### src/rtl/fpu_pkg.sv
// Shared opcode and FSM state definitions for the FPU issue path.
package fpu_pkg;

   typedef enum logic [1:0] {
      FPU_ADD  = 2'b00,
      FPU_SUB  = 2'b01,
      FPU_MUL  = 2'b10,
      FPU_SQRT = 2'b11
   } fpu_op_e;

   // ADD idles the FPU multi-cycle stage machines
   localparam fpu_op_e FPU_PARK_OP = FPU_ADD;

   typedef enum logic [2:0] {
      ST_IDLE   = 3'd0,
      ST_FLUSH  = 3'd1,
      ST_LAUNCH = 3'd2,
      ST_WAIT   = 3'd3,
      ST_RESP   = 3'd4
   } state_e;

endpackage

### src/rtl/fpu_watchdog.sv
// Cycle counter bounding how long the issue controller waits on the FPU.
module fpu_watchdog #(
   parameter int TIMEOUT = 64,
   parameter int CNT_W   = 7
) (
   input  logic clk,
   input  logic reset,
   input  logic clear,
   input  logic enable,
   output logic timeout
);

   logic [CNT_W-1:0] count;

   always_ff @(posedge clk or posedge reset) begin
      if (reset) begin
         count <= '0;
      end else if (clear) begin
         count <= '0;
      end else if (enable) begin
         count <= count + 1'b1;
      end
   end

   assign timeout = (count == CNT_W'(TIMEOUT - 1));

endmodule

### src/rtl/fpu_issue_controller.sv
// Issues one request to the fixed-point unit and returns its result,
// parking the FPU between operations and bounding the wait with a watchdog.
module fpu_issue_controller
   import fpu_pkg::*;
#(
   parameter int WIDTH   = 32,
   parameter int TIMEOUT = 64,
   parameter int CNT_W   = 7
) (
   input  logic             clk,
   input  logic             reset,
   input  logic             req_valid,
   output logic             req_ready,
   input  logic [1:0]       req_op,
   input  logic [WIDTH-1:0] req_operand_1,
   input  logic [WIDTH-1:0] req_operand_2,
   input  logic [4:0]       req_rd,
   output logic [WIDTH-1:0] fpu_operand_1,
   output logic [WIDTH-1:0] fpu_operand_2,
   output logic [1:0]       fpu_operation,
   input  logic [WIDTH-1:0] fpu_result,
   input  logic             fpu_ready,
   output logic             rsp_valid,
   input  logic             rsp_ready,
   output logic [WIDTH-1:0] rsp_result,
   output logic [4:0]       rsp_rd,
   output logic             rsp_error,
   output logic             busy
);

   state_e     state;
   fpu_op_e    op_q;
   logic [4:0] rd_q;
   logic       timeout;

   fpu_watchdog #(
      .TIMEOUT (TIMEOUT),
      .CNT_W   (CNT_W)
   ) u_watchdog (
      .clk     (clk),
      .reset   (reset),
      .clear   (state == ST_LAUNCH),
      .enable  (state == ST_WAIT),
      .timeout (timeout)
   );

   always_ff @(posedge clk or posedge reset) begin
      if (reset) begin
         state         <= ST_IDLE;
         op_q          <= FPU_ADD;
         rd_q          <= '0;
         req_ready     <= 1'b1;
         rsp_valid     <= 1'b0;
         rsp_error     <= 1'b0;
         rsp_result    <= '0;
         rsp_rd        <= '0;
         busy          <= 1'b0;
         fpu_operation <= FPU_PARK_OP;
         fpu_operand_1 <= '0;
         fpu_operand_2 <= '0;
      end else begin
         unique case (state)
            ST_IDLE: begin
               if (req_valid) begin
                  op_q          <= fpu_op_e'(req_op);
                  rd_q          <= req_rd;
                  fpu_operand_1 <= req_operand_1;
                  fpu_operand_2 <= req_operand_2;
                  fpu_operation <= FPU_PARK_OP;
                  req_ready     <= 1'b0;
                  busy          <= 1'b1;
                  state         <= ST_FLUSH;
               end
            end
            ST_FLUSH: begin
               fpu_operation <= op_q;
               state         <= ST_LAUNCH;
            end
            // fpu_ready may still reflect the previous op here
            ST_LAUNCH: begin
               state <= ST_WAIT;
            end
            ST_WAIT: begin
               if (fpu_ready == 1'b1) begin
                  rsp_result    <= fpu_result;
                  rsp_error     <= 1'b0;
                  rsp_rd        <= rd_q;
                  rsp_valid     <= 1'b1;
                  fpu_operation <= FPU_PARK_OP;
                  state         <= ST_RESP;
               end else if (timeout) begin
                  rsp_result    <= '0;
                  rsp_error     <= 1'b1;
                  rsp_rd        <= rd_q;
                  rsp_valid     <= 1'b1;
                  fpu_operation <= FPU_PARK_OP;
                  state         <= ST_RESP;
               end
            end
            ST_RESP: begin
               if (rsp_ready) begin
                  rsp_valid <= 1'b0;
                  req_ready <= 1'b1;
                  busy      <= 1'b0;
                  state     <= ST_IDLE;
               end
            end
            default: begin
               state <= ST_IDLE;
            end
         endcase
      end
   end

endmodule

### config.mk
export PLATFORM = sky130hd
export DESIGN_NAME = fpu_issue_controller
export DESIGN_NICKNAME = d
export VERILOG_FILES = /design/src/rtl/fpu_pkg.sv /design/src/rtl/fpu_watchdog.sv /design/src/rtl/fpu_issue_controller.sv
export SDC_FILE = /design/constraint.sdc
export NUM_CORES = 1
export LEC_CHECK = 0
export CAP_MARGIN = 5
export CORE_UTILIZATION = 30
export DETAILED_ROUTE_END_ITERATION = 7
export GPL_TIMING_DRIVEN = 0
export PLACE_DENSITY = 0.69
export REMOVE_ABC_BUFFERS = 1
export SLEW_MARGIN = 0
export SYNTH_ARGS = -nofsm -noshare
export SYNTH_HDL_FRONTEND = slang
export SYNTH_SLANG_ARGS = --single-unit
export TNS_END_PERCENT = 1
### constraint.sdc
create_clock -name clk -period 5.7 [get_ports clk]
set_clock_uncertainty 0.15 [all_clocks]
set_input_delay 1.71 -clock clk [delete_from_list [all_inputs] [get_ports clk]]
set_output_delay 1.71 -clock clk [all_outputs]
set_load 0.03 [all_outputs]
# After elaboration in Yosys (flattened, before gate mapping)
# Cells that the tools add are included.
# totals
reg_bits	124
input_bits	108
# classes
n_addsub	1
eq_ne	8
muxes	25
n_reduce_logical	12
# op_table
cell	count
$mux 32	2
$pmux 3 s5	1
$mux 7	2
$mux 3	4
$reduce_and 3->1	4
$mux 5	2
$reduce_bool 2->1	4
$add 7x1->7 const B	1
$eq 7x6->1 const B	1
$mux 1	7
$eq 3x2->1 const B	2
$mux 2	3
$pmux 1 s2	3
$pmux 2 s3	1
$ne 2x2->1 const B	2
$reduce_and 2->1	2
$eq 3x1->1 const B	1
$eq 3x3->1 const B	1
$logic_not 3->1	1
$ne 3x3->1 const B	1
$reduce_bool 3->1	1

# Logic depth before layout (Yosys ltp)
# Gate-level depths: netlist of the first run.
# logic_depth
word_depth	4
depth_mapped	7

# Cells and area by module
# A second synthesis of the first run with hierarchy kept.
# hier_totals
hier_cells	308
hier_area_um2	5102.4
# by_module_without_submodules
module	n_inst	cells_per_inst	area_each_um2	seq_area_each_um2
fpu_issue_controller	1	277	4774.6	2929.1
fpu_watchdog	1	31	327.8	175.2

# Least setup slack after synthesis of the first run
# No wires, ideal clock.
# synth_timing
path_kind	in2reg
from	input req_valid
to	register fpu_operand_1[0]
setup_ns	0.125
t_arrival_ns	2.610
required_time_ns	5.425
slack_ns	2.815
stages	4
cell_sequence	nor4b_1 > buf_4 > buf_6 > mux2_2
# synth_between
elab_chain_len	1
# synth_rtl
element	line_no	source
start: declaration	fpu_issue_controller.sv:12	input logic req_valid,
$reduce_and 2->1 (no source line)	n/a	
end signal: assignment	fpu_issue_controller.sv:67	fpu_operand_1 <= req_operand_1;
end: declaration	fpu_issue_controller.sv:18	output logic [WIDTH-1:0] fpu_operand_1,
# Every way passes these cells.
# A chain may end at the register's enable or synchronous reset.

# Final worst setup path of the first run
# layout_timing
from	input req_valid
to	register fpu_operand_2[28]
# layout_between
elab_chain_len	1
# layout_rtl
element	line_no	source
$reduce_and 2->1 (no source line)	n/a	
end signal: assignment	fpu_issue_controller.sv:68	fpu_operand_2 <= req_operand_2;
end: declaration	fpu_issue_controller.sv:19	output logic [WIDTH-1:0] fpu_operand_2,
# Every way passes these cells.

==> results of run 1 <==
[cell usage in the layout (no fill, tap or decap), types with 2 or more instances in the layout]
cell	netlist	routed
a31oi_1	3	3
dfrtp_1	123	123
clkinv_2	0	3
nor2_1	5	5
clkbuf_16	0	17
a22oi_1	2	2
nor2b_1	2	2
buf_4	4	7
and3_1	2	2
clkbuf_8	0	2
bufinv_16	0	4
a22o_1	34	34
clkbuf_1	2	2
clkinvlp_4	0	3
inv_1	3	2
nand2_1	10	10
mux2_2	76	76
nor3_1	3	3
nand2b_1	2	2
o21ai_0	11	11
clkdlybuf4s50_1	0	214
[cells by family (layout without fill, tap and decap cells)]
kind of cell / count (synthesis) / after routing
simple gates: 33 / 33
buf+inv: 23 / 258
fa+ha+maj: 1 / 1
flops: 124 / 124
compound gates: 55 / 55
mux: 77 / 77
[tightest hold or removal path, stage by stage, from the launching register on]
cell and delay, ps:
dfrtp_1 330, nand2_1 50, nand2_1 60
[flip-flops by register name, indices dropped and copies added (netlist names)]
register / flops
state: 3
fpu_operand_1: 32
fpu_operation: 2
rsp_error: 1
rsp_valid: 1
rsp_rd: 5
rsp_result: 32
fpu_operand_2: 32
rd_q: 5
req_ready: 1
op_q: 2
u_watchdog.count: 7
busy: 1
[stage by stage]
| step | hold WS [ps] | utilization, % | setup TNS (ps) |
|---|---|---|---|
| 6_report | 321 | 50.4 | 0 |
| 5_1_grt | 340 | 50.4 | 0 |
| 4_1_cts | 327 | 50.4 | 0 |
| 3_5_place_dp | 313 | 46.3 | 0 |
| 3_3_place_gp | 311 | 45.6 | -745590 |
| 2_1_floorplan | 290 | - | -325720 |
[layer usage]
layer	up-vias	routed length, um	track usage, %
li1	1576	-	-
met1	1720	4900	17.0
met2	155	5600	24.4
met3	11	1050	6.93
met4	0	146	5.81
met5	-	0	0
[worst paths after layout]
check | start | end | slack [ps] | cells past startpoint
worst max-delay path | req_valid | fpu_operand_2[28] | 1700 | 7
worst min-delay path | rsp_valid | rsp_valid | 320 | 2
worst max register to register | state[0] | fpu_operand_2[28] | 2950 | 6
worst min register to register | rsp_valid | rsp_valid | 320 | 2
max in group asynchronous | reset | req_ready | 3070 | 3
min in group asynchronous | reset | fpu_operand_2[25] | 1570 | 2
[report_power, final]
part           internal (W)  switching, W
logic               0.00110       0.00121
clock network      0.000753      0.000387
registers           0.00130      0.000245
total               0.00315       0.00184
[final cells by class]
cell class,count,share of cell area [%]
Clock buffer,21,5.95
Clock inverter,11,2.15
Inverter,3,0.210
Multi-Input combinational cell,166,19.4
Sequential cell,124,40.1
Tap cell,211,3.41
Timing Repair Buffer,223,28.8
==> reports/summary.txt, run 1 <==
first-pass iteration count of the detailed router: 4
mean number of vias per cell: 4.56
startpoint class of the critical path: primary input
fmax: 250 MHz
total power: 0.00499 W
Worst path slowest cell: nor4b_2
gpl congestion: 0.737
Post-synth EDFFs: 0
Finished Layout Cells: 759
period utilisation layout: 70.2%
setup slack after layout: 1700 ps
Yosys warning total: 0
post-DP HPWL: 8360 um
crit-path max FO: 10
multiplexer share of the synthesized area: 18.1%
Mapped Area: 4770 um^2
CTS tree: done
max_slew headroom: 20.7%
post-synthesis simple-gate area fraction: 3.72%
crit-path most repeated cell: buf_4
CP Buf/Inv Count: 5
Hold Crit Class: register to register
layout cell share with drive strength beyond 1: 22.1%
peak supply drop: 0.337 mV
gr usage total: 14.9%
Data arrival, critical path: 4140 ps
syn avg cell area: 15.2 um^2
ys flop type: dfrtp_1
vias in the first global route: 3774
wire length per cell: 15.4 um
die height: 128 um
number of gates resized after CTS: 0
Rows: 45
pre-CTS setup slack: 1270 ps
pwr/cell area: 645 nW/um^2
Die X: 128 um
multi-input logic area: 1500 um^2
clk_lat worst skew: 400 ps
Syn Inst Count: 313
Adder-Cell Fraction of Synth Area: 0.262%
Hold-fix buffers, CTS: 0
Syn-to-layout area delta: 62.3%
final hold vios: 0
post-synthesis compound-gate area fraction: 9.15%
Ant. Diodes: 0
count leader, synth: dfrtp_1
Initial Utilization: 31.0%
Post-synth ARST share: 100%
global-route wire length before repair: 18900 um
Leakage: 3.22 nW
top cells by area, synth: dfrtp_1 64%, mux2_2 18%, a22o_1 6.2%
register area: 3100 um^2
required time worst endpoint: 5830 ps
fin crit period: 4000 ps
critical path endpoint category: register
number of buffers created by CTS: 17
largest family of logic cells by synthesized area: multiplexers
Distinct cells, synth: 34
root buffer cell: clkbuf_16
Fillers: 1323
Crit Path Class: primary input to register
final net count: 644
Synth area leader: dfrtp_1
Clock Path Buffers: 2
grt ovf: 0
via count: 3462
top post-synthesis cells by count: 123 x dfrtp_1, 76 x mux2_2, 34 x a22o_1
final antenna-violating net count: 0
Pins Over Slew Limit: 0
cell area after layout: 7740 um^2
setup violators final: 0
Area after DPL: 7120 um^2
Initial DRC Count: 96
#FFs+latches synth: 124
Synth top area share: 64.5%
status: completed
Placed Cells incl. Taps: 727
io pins: 215
largest net degree at the start of global routing: 73
Least-Margin Pin Slew: 1190 ps
number of setup buffers added after CTS: 0
initial antenna violation count: 0
Seq/Total Area, Yosys: 65.0%
Clk pin slew, worst setup/hold paths: 50 ps
RSZ-0062 raised after global routing: false
IO Port Bufs: 214
XOR/XNOR share of the synthesized area: 0%
CTS H-tree depth: 4
die area: 16400 um^2
critical-path cell list: clkdlybuf4s50_1, nor4b_2, buf_4, buf_4, buf_4, buf_4, mux2_2
Max Cap Viol: 0
routed wire length: 11700 um
Crit path max-delay family: buffers and inverters
drt drc: 0
core area: 15400 um^2
TritonCTS Sinks: 124
Worst path max stage delay: 660 ps
No activity file was read; power rests on OpenSTA's default activity.
==> run 2, diff against run 1 <==
Settings changed: PLACE_DENSITY 0.69 to 0.71.
Clock period 5.7 ns to 3.25 ns, I/O delays scaled along.
==> run 2 against run 1 <==
Against the previous run:
- cell count increased by 0.13%
- cell area decreased by 0.69%
- power increased by 71%
- via count decreased by 0.49%
- sequential cell count unchanged
- die area unchanged
- non-clock buffer count increased by 1
- setup slack got worse by 1500 ps
- largest power group unchanged
- first-iteration DRC count increased by 2.1%
- sequential share of layout area increased by 0.28 points
- clock power increased by 55%
==> reports/summary.txt, run 2 (synthesized netlist as in run 1, its figures left out) <==
CTS tree: done
TritonCTS Sinks: 124
Clock Path Buffers: 2
setup TNS: 0 ps
gr usage total: 14.6%
Ant. Diodes: 0
first-pass iteration count of the detailed router: 4
post-DP HPWL: 8160 um
Worst path max stage delay: 500 ps
fmax: 329 MHz
number of setup buffers added after CTS: 0
final net count: 645
Hold Crit Class: register to register
Rows: 45
most common cell after layout, fill and taps aside: clkdlybuf4s50_1
vias in the first global route: 3709
setup violators final: 0
Top Registers: fpu_operand_1: 32 flops, fpu_operand_2: 32 flops, rsp_result: 32 flops
number of buffers created by CTS: 17
required time worst endpoint: 3400 ps
r2r setup slk: 710 ps
fin crit period: 3030 ps
startpoint class of the critical path: primary input
Hold-fix buffers, CTS: 0
setup slack after layout: 215 ps
Worst path slowest cell: clkdlybuf4s50_1
Data arrival, critical path: 3180 ps
die height: 128 um
CTS H-tree depth: 4
routed wire length: 11400 um
global-route wire length before repair: 18300 um
Clk pin slew, worst setup/hold paths: 60 ps
critical path endpoint category: register
largest net degree at the start of global routing: 77
io pins: 215
layout cell share with drive strength beyond 1: 22.6%
leading cell types in the layout, fill and taps excluded: 214 x clkdlybuf4s50_1, 123 x dfrtp_1, 76 x mux2_2, 34 x a22o_1, 17 x clkbuf_16
clk_lat worst skew: 410 ps
gpl congestion: 0.741
crit-path max FO: 10
peak supply drop: 0.648 mV
status: completed
final hold vios: 0
Die X: 128 um
Syn-to-layout area delta: 61.1%
Pins Over Slew Limit: 0
drt drc: 0
period utilisation layout: 93.4%
Leakage: 3.19 nW
max_slew headroom: 22.3%
initial antenna violation count: 0
RSZ-0062 raised after global routing: false
pre-CTS setup slack: -403 ps
Max Cap Viol: 0
die area: 16400 um^2
via count: 3445
wire length per cell: 14.9 um
Initial DRC Count: 98
Fillers: 1341
Crit Path Class: primary input to register
pwr/cell area: 1110 nW/um^2
IO Port Bufs: 214
Initial Utilization: 31.0%
core area: 15400 um^2
final antenna-violating net count: 0
Least-Margin Pin Slew: 1170 ps
crit-path most repeated cell: buf_4
hold slack final: 325 ps
critical-path cell list: clkdlybuf4s50_1, nor4b_4, buf_4, buf_4, buf_4, buf_4, buf_4, mux2_2
mean number of vias per cell: 4.53
root buffer cell: clkbuf_16
grt ovf: 0
==> run 2: layout make-up <==
cell class | count | area (um^2) | share of cell area [%]
tap | 211 | 264 | 3.43
multi-input combinational | 166 | 1510 | 19.6
sequential | 124 | 3100 | 40.4
clock buffer | 18 | 439 | 5.71
clock inverter | 14 | 121 | 1.58
timing repair buffer | 224 | 2240 | 29.1
inverter | 3 | 16.3 | 0.212
==> run 2: routing by layer <==
layer / routed length, um / vias to the layer above / track usage, %
li1: - / 1581 / -
met1: 4720 / 1689 / 16.7
met2: 5280 / 162 / 23.1
met3: 1170 / 13 / 7.05
met4: 182 / 0 / 6.92
met5: 0 / - / 0
==> run 2: power by group <==
| part | internal, W | switching (W) | leakage [nW] | total, W |
|---|---|---|---|---|
| Combinational | 0.00193 | 0.00213 | 1.43 | 0.00406 |
| Sequential | 0.00228 | 0.000420 | 1.51 | 0.00270 |
| Clock | 0.00107 | 0.000702 | 0.261 | 0.00177 |
==> run 2: timing repair <==
action	4_1_cts	5_1_grt
hold endpoints to repair	0	0
endpoints found under the setup margin	0	9
gates resized for setup	0	1
==> run 2: critical path, delay by kind of cell <==
family / cells / cell delay, ps
buffers and inverters: 6 / 1510
and+or+nand+nor: 1 / 330
muxes: 1 / 350
==> run 2: path summary, 6_finish.rpt <==
kind / startpoint / cells after the start / to
worst max-delay path: req_valid / 8 / fpu_operand_1[23]
worst min-delay path: busy / 1 / busy
worst max register to register: state[1] / 7 / fpu_operand_1[23]
worst min register to register: busy / 1 / busy
max in group asynchronous: reset / 3 / req_ready
min in group asynchronous: reset / 2 / fpu_operand_1[22]
==> run 2: per-stage QoR <==
step / instances / total power, W / util (%) / instance area, um^2
2_1_floorplan: 293 / 0.00506 / - / 4610
3_3_place_gp: 718 / 0.00669 / 45.6 / 7010
3_5_place_dp: 728 / 0.00680 / 46.3 / 7120
4_1_cts: 760 / 0.00863 / 50.0 / 7680
5_1_grt: 760 / 0.00900 / 50.0 / 7690
6_report: 760 / 0.00853 / 50.0 / 7690
